--- src/rtl/syn_sync.sv ---
// Slow-to-fast level synchronizer: SYNC_STAGES-flop chain, then a stability
// filter that commits a new level only after FILTER_LEN consecutive differing cycles.
module syn_sync #(
   parameter int SYNC_STAGES = 2,
   parameter int FILTER_LEN  = 1
) (
   input  logic fast_clk,
   input  logic rst,
   input  logic slow_clk,
   output logic sync_clk,
   output logic sync_rise,
   output logic sync_fall
);

   localparam int               CNT_W    = (FILTER_LEN > 1) ? $clog2(FILTER_LEN) : 1;
   localparam logic [CNT_W-1:0] CNT_LAST = CNT_W'(FILTER_LEN - 1);

   logic [SYNC_STAGES-1:0] sync_q, sync_d;
   logic [CNT_W-1:0]       cnt_q, cnt_d;
   logic                   clk_q, clk_d;
   logic                   rise_q, rise_d;
   logic                   fall_q, fall_d;
   logic                   lvl;

   // Only the last stage is ever read; earlier stages may be metastable.
   assign lvl    = sync_q[SYNC_STAGES-1];
   assign sync_d = {sync_q[SYNC_STAGES-2:0], slow_clk};

   always_comb begin
      cnt_d  = '0;
      clk_d  = clk_q;
      rise_d = 1'b0;
      fall_d = 1'b0;
      if (lvl != clk_q) begin
         if (cnt_q == CNT_LAST) begin
            clk_d  = lvl;
            rise_d = lvl;
            fall_d = ~lvl;
         end else begin
            cnt_d = cnt_q + 1'b1;
         end
      end
   end

   always_ff @(posedge fast_clk) begin
      if (rst) begin
         sync_q <= '0;
         cnt_q  <= '0;
         clk_q  <= 1'b0;
         rise_q <= 1'b0;
         fall_q <= 1'b0;
      end else begin
         sync_q <= sync_d;
         cnt_q  <= cnt_d;
         clk_q  <= clk_d;
         rise_q <= rise_d;
         fall_q <= fall_d;
      end
   end

   assign sync_clk  = clk_q;
   assign sync_rise = rise_q;
   assign sync_fall = fall_q;

endmodule

--- config.mk ---
export PLATFORM = sky130hd
export DESIGN_NAME = syn_sync
export DESIGN_NICKNAME = d
export VERILOG_FILES = /design/src/rtl/syn_sync.sv
export SDC_FILE = /design/constraint.sdc
export NUM_CORES = 1
export LEC_CHECK = 0
export CAP_MARGIN = 5
export CORE_AREA = 2 2 39 41
export DETAILED_ROUTE_END_ITERATION = 6
export DIE_AREA = 0 0 41 43
export SETUP_SLACK_MARGIN = 0.3
export SYNTH_ARGS = -nofsm -noshare
export SYNTH_HDL_FRONTEND = slang
export SYNTH_SLANG_ARGS = --single-unit
--- constraint.sdc ---
create_clock -name fast_clk -period 0.82 [get_ports fast_clk]
set_clock_uncertainty 0.1 [all_clocks]
set_input_delay 0.246 -clock fast_clk [delete_from_list [all_inputs] [get_ports fast_clk]]
set_output_delay 0.246 -clock fast_clk [all_outputs]
set_load 0.01 [all_outputs]
==> results.ini <==
[power]
intPower_uw=496
power.net_switching_uw=116
netSwitchingFraction_pct=18.9
max-vdd-ir-drop_v=0.000935
seq_power_share_pct=51.2
pwr-share-clk_pct=42.0
powerDensity_mw_per_mm2=1860
p_leak_uw=0.000131
combPwrFrac_pct=6.8

[setup_path]
rr_worst_depth=3
cp_data_arrival_time_ns=0.66
cp_max_fo=2
r2r_end=sync_rise$_SDFF_PP0_
cp_top_family=flip-flops
cp.buffers_inverters=1
endpoint_kind=primary output
worstPathCellList=buf_6
worst-setup-path-type=flop to primary output
cp_slowest_cell=dfxtp_2
regToRegSetupSlack_ns=-0.14
r2r_start=sync_clk$_SDFFE_PP0P_
max_stage_delay_ns=0.31
start_kind=flop
worstPathRequired_ns=0.47

[sta]
period_share_pct=123
setup_viol=6
finalSetupTns_ns=-0.856
hold_viol_final=0
period_needed_ns=1.01
max_freq_mhz=993
final_max_slew_viol_count=0
hold_ws_ns=0.118
rsz0062_at_grt=yes
worst_slack_ns=-0.187

[outcome]
violations=negative setup slack
status=complete, but fails checks

[floorplanning]
num_io_pins=6
start_util_pct=12.1
rows=14
die_h_um=43
coreArea_mm2=0.00138
die-width_um=41
dieArea_mm2=0.00176

[synth]
syn-num-nets=16
yosysMostFrequentCell=dfxtp_1
yosys_warnings=0
synth_compound_gate_area_share_pct=0
ys_types=6
ys.flop_type=dfxtp_1
synth_top_area_cell=dfxtp_1
synth_top_area_share_pct=71.6
synth_edf_count=0
synthXorXnorAreaFrac_pct=0
synth_fa_ha_area_share_pct=0
synthMuxAreaShare_pct=5.97
synth_cells=13
synth_top_family_by_area=simple AND/OR/NAND/NOR gates
yosysSeqAreaShare_pct=71.6
synth_common_cells=dfxtp_1, nor2b_1, nor4b_1
synthSimpleGateAreaFrac_pct=20.1
synthArstFlopShare_pct=0
postSynthAreaPerCell_um2=12.9
synth.cell_area_um2=168
yosys-top-cells-area=dfxtp_1, nor4b_1, nor2b_1
ys_ff_latch=6

[cts]
cts_sinks=6
clock_latency_ns=0.24
clockBufferDepth=2
postCtsHoldBufs=0
cts_tree=yes
cts_max_level=1
clockRootBuffer=clkbuf_4
clk_pin_slew_worst_paths_ns=0.04
cts_made_buffers=3

[grt]
antenna_found_initial=0
grt_overflow_total=0
grt_max_degree=4
grt_pass1_wl_um=558
grt_usage_pct=5.53
grt_pass1_vias=143

[layout]
fin_util_pct=23.8
drive_above_1_share_pct=70.8
synthToLayoutAreaGrowth_pct=96.3
antenna_cells=0
fin_nets=29

[hold_path]
worstHoldStart=rst
min_path_cells=2
hold_path_end=sync_rise$_SDFF_PP0_
min_path_type=input pin to flop

[routing]
wl_um=291
first_iter_violations=2
wl_per_cell_um=7.28
vias=124
firstDrtPassIters=2
drtAntennaViolNets=0
drc_errors=0
routed_via_density=3.10

[flow_run]
cap_violations=0

[placement]
dpl.hpwl_um=188
place_ws_ns=-0.372
io_buffers=5
globalplace.congestion=0.517

[cells by family (layout without fill, tap and decap cells)]
logic type             after synthesis  after routing
other                                1              1
AND/OR/NAND/NOR                      5              5
flip-flops                           6              6
multiplexers                         1              1
buffers and inverters                0             11
[power by group through the flow]
| stage | clock [µW] | sequential (µW) | combinational (µW) |
|---|---|---|---|
| global placement | 0 | 313 | 30.9 |
| finish | 257 | 313 | 41.6 |
| detailed placement | 0 | 314 | 31.1 |
| global route | 295 | 314 | 46.2 |
| CTS | 271 | 310 | 32.6 |
| floorplan | 0 | 314 | 7.15 |
[per-stage QoR]
step	area, µm²	cells	power, µW
CTS	303	40	614
finish	329	40	612
global route	329	40	654
detailed placement	258	36	345
floorplan	173	13	322
global placement	258	36	344
[metal layers]
layer	GRT usage (%)	routed length [µm]	vias up
li1	-	-	66
met1	4.85	127	50
met2	5.94	123	6
met3	7.85	33	2
met4	4.00	6	0
met5	0	0	-
[state kept, by name (all words and copies together) (netlist names)]
name	cells
sync_rise	1
cnt_q	1
sync_clk	1
sync_q	2
sync_fall	1
[final cells by class]
| class | count | area [µm²] |
|---|---|---|
| Multi-Input combinational cell | 7 | 80.1 |
| Tap cell | 16 | 20.0 |
| Timing Repair Buffer | 8 | 81.3 |
| Sequential cell | 6 | 125 |
| Fill cell | 156 | 1050 |
| Clock buffer | 3 | 22.5 |
[placed cells by master, fill, tap and decap left out]
| cell | netlist | final |
|---|---|---|
| buf_6 | 0 | 5 |
| mux2i_1 | 1 | 1 |
| buf_4 | 0 | 2 |
| nor2b_2 | 0 | 1 |
| clkdlybuf4s15_1 | 0 | 1 |
| clkbuf_4 | 0 | 3 |
| dfxtp_1 | 6 | 2 |
| dfxtp_2 | 0 | 4 |
| nor2b_1 | 2 | 1 |
| nor2_1 | 1 | 1 |
| nor4b_4 | 0 | 2 |
| conb_1 | 1 | 1 |
[what timing repair did]
item | 4_1_cts | 5_1_grt
gates resized for setup | 24 | 6
cloned | 0 | 0
pin swaps | 1 | 0
endpoints found under the hold margin | 0 | 0
endpoints found under the setup margin | 8 | 8
setup buffers | 1 | 0
[worst max-delay path by stage]
stage	cells past startpoint	to	from	slack, ns
after CTS	1	sync_clk	sync_clk$_SDFFE_PP0P_	-0.20
after floorplan	2	sync_clk$_SDFFE_PP0P_	cnt_q$_SDFF_PP0_	0.08
final	1	sync_clk	sync_clk$_SDFFE_PP0P_	-0.19
after detailed placement	2	sync_rise$_SDFF_PP0_	rst	-0.37
after global placement	2	sync_rise$_SDFF_PP0_	rst	-0.38
after global routing	1	sync_clk	sync_clk$_SDFFE_PP0P_	-0.22
No activity file was read; power rests on OpenSTA's default activity.
==> variant (same flow settings) <==
Change the parameter `SYNC_STAGES` from 2 to 4.
--- a/src/rtl/syn_sync.sv
+++ b/src/rtl/syn_sync.sv
@@ -1,7 +1,7 @@
 // Slow-to-fast level synchronizer: SYNC_STAGES-flop chain, then a stability
 // filter that commits a new level only after FILTER_LEN consecutive differing cycles.
 module syn_sync #(
-   parameter int SYNC_STAGES = 2,
+   parameter int SYNC_STAGES = 4,
    parameter int FILTER_LEN  = 1
 ) (
    input  logic fast_clk,
Formal check against the unedited RTL: not equivalent (Yosys sat finds a counterexample within 4 cycles, from zero or initial values and one cycle with rst high).
==> variant against the unedited design <==
- the flow still finishes with violations (negative setup slack)
- area after synthesis grew 34%
- non-clock buffer count shrank 1
- register-to-register slack gained 0.02 ns
- design area grew 13%
- combinational power shrank 35%
- worst setup slack lost 0.014 ns
- power grew 18%
- via count grew 32%
- wire length grew 19%
- sequential cell count grew 2
- critical path type unchanged
- largest cell class unchanged
- largest power group unchanged
- highest routed layer unchanged
==> variant: results (changes against the unedited design) <==
LEAKAGE: 0.154 nW (+17%)
total CTS buffers: 3 (unchanged)
Hold Path Depth: 2 (unchanged)
vias in the first global route: 156 (+9.1%)
Post-CTS Resized: 27 (+13%)
R2R depth: 4 (+1)
GR Util met2: 0.0875 (+0.0281)
Bufs on Longest Clock Path: 2 (unchanged)
Worst-path clk slew: 0.05 ns
pin count of the biggest net entering global routing: 8 (+4)
Layout Nets: 32 (+10%)
fraction of layout cells with a size suffix above 1: 0.593 (-0.116)
violated checks: negative setup slack
Arr. time, crit path: 0.68 ns (+0.02 ns)
hold endpoint: sync_rise
fill cell total of the finished layout: 149 (-4.5%)
RePlAce Congestion: 0.542 (+5.0%)
met1 Use GR: 0.0456 (-0.00294)
top cells by count, synth: 8 x dfxtp_1, 3 x and2b_1, 2 x nor4b_1
hold_sp: rst
met1 wire length: 129 um (+1.6%)
clk_lat worst skew: 0.25 ns
Avg WL per Cell: 8.07 um (+11%)
critical path peak fanout: 2 (unchanged)
Max IR drop VDD: 0.638 mV (-32%)
routed wl met3: 25 um (-24%)
CTS root buffer: clkbuf_4
routed wire length: 347 um (+19%)
cell with the most instances after synthesis: dfxtp_1
IO buf count: 5 (unchanged)
Post-Syn Instances: 17 (+4)
aggregate global-route resource usage: 0.0635 (+0.00818)
post-synth net total: 20 (+4)
Synth cell types: 7 (+1)
GR Util met3: 0.0785 (unchanged)
Initial DRT Pass Iterations: 4 (+2)
Detail Route met2 WL: 187 um (+52%)
first-pass GRT wire length: 621 um (+11%)
via/cell ratio: 3.81 (+23%)
max reg flops: 4 (+2)
FF-to-FF End: sync_clk
DP Cell Count: 39 (+8.3%)
DR iter-0 viols: 1 (-1)
Final setup viols: 6 (unchanged)
run status: finished with violations
H-tree depth: 1 (unchanged)
ranking of synthesized cells by area: dfxtp_1 72%, and2b_1 10%, nor4b_1 7.8%
sequential-to-total area share from yosys stat: 0.715 (-0.00133)
setup slack, reg-to-reg: -0.12 ns (+0.02 ns)
Yosys warnings: 0 (unchanged)
PnR worst setup slack: -0.201 ns (-0.0139 ns)
==> variant: cell types whose count changed after synthesis, sizes merged <==
cell / change
and2b: +3
dfxtp: +2
nor2b: -1
==> variant: worst max-delay path by stage <==
| stage | startpoint | endpoint | cells after the start |
|---|---|---|---|
| after floorplan | cnt_q | sync_clk | 2 |
| after global placement | rst | sync_rise | 2 |
| after detailed placement | rst | sync_fall | 2 |
| after CTS | sync_clk | sync_clk | 1 |
| after global routing | sync_clk | sync_clk | 1 |
| final | sync_clk | sync_clk | 1 |
==> variant: where the power goes <==
part           internal (mW)  total, mW  switching [mW]
Sequential             0.401      0.408         0.00775
Clock                  0.167      0.287           0.121
Combinational         0.0169     0.0272          0.0103
==> variant: area by class of cell <==
cell class | count | area, sq um | share of cell area
Timing Repair Buffer | 7 | 70.1 | 0.188
Tap cell | 16 | 20.0 | 0.0537
Sequential cell | 8 | 166 | 0.446
Multi-Input combinational cell | 9 | 93.8 | 0.252
Clock buffer | 3 | 22.5 | 0.0604
==> variant: cell families (layout without fill, tap and decap cells) <==
kind of cell	Yosys count	in the layout	synth area share
flops	8	8	0.715
other cells	1	1	0.0167
simple gates	7	7	0.223
buf+inv	0	10	0
mux	1	1	0.0447
==> variant: per-stage QoR <==
step           area (sq um)  hold WS (ns)  TNS, ns  worst slack, ns
6_report                373         0.125   -0.887           -0.201
5_1_grt                 373         0.127    -1.12           -0.233
4_1_cts                 363         0.109   -0.918           -0.215
3_5_place_dp            307         0.324    -3.89           -0.492
3_3_place_gp            307         0.311    -3.63           -0.426
2_1_floorplan           229         0.211        0           0.0762
==> variant: worst reg2reg max path, delay by kind of cell (launching register included) <==
kind,cells,cell delay [ns]
buffers and inverters,2,0.24
AND/OR/NAND/NOR,1,0.05
flip-flops,1,0.32
multiplexers,1,0.13
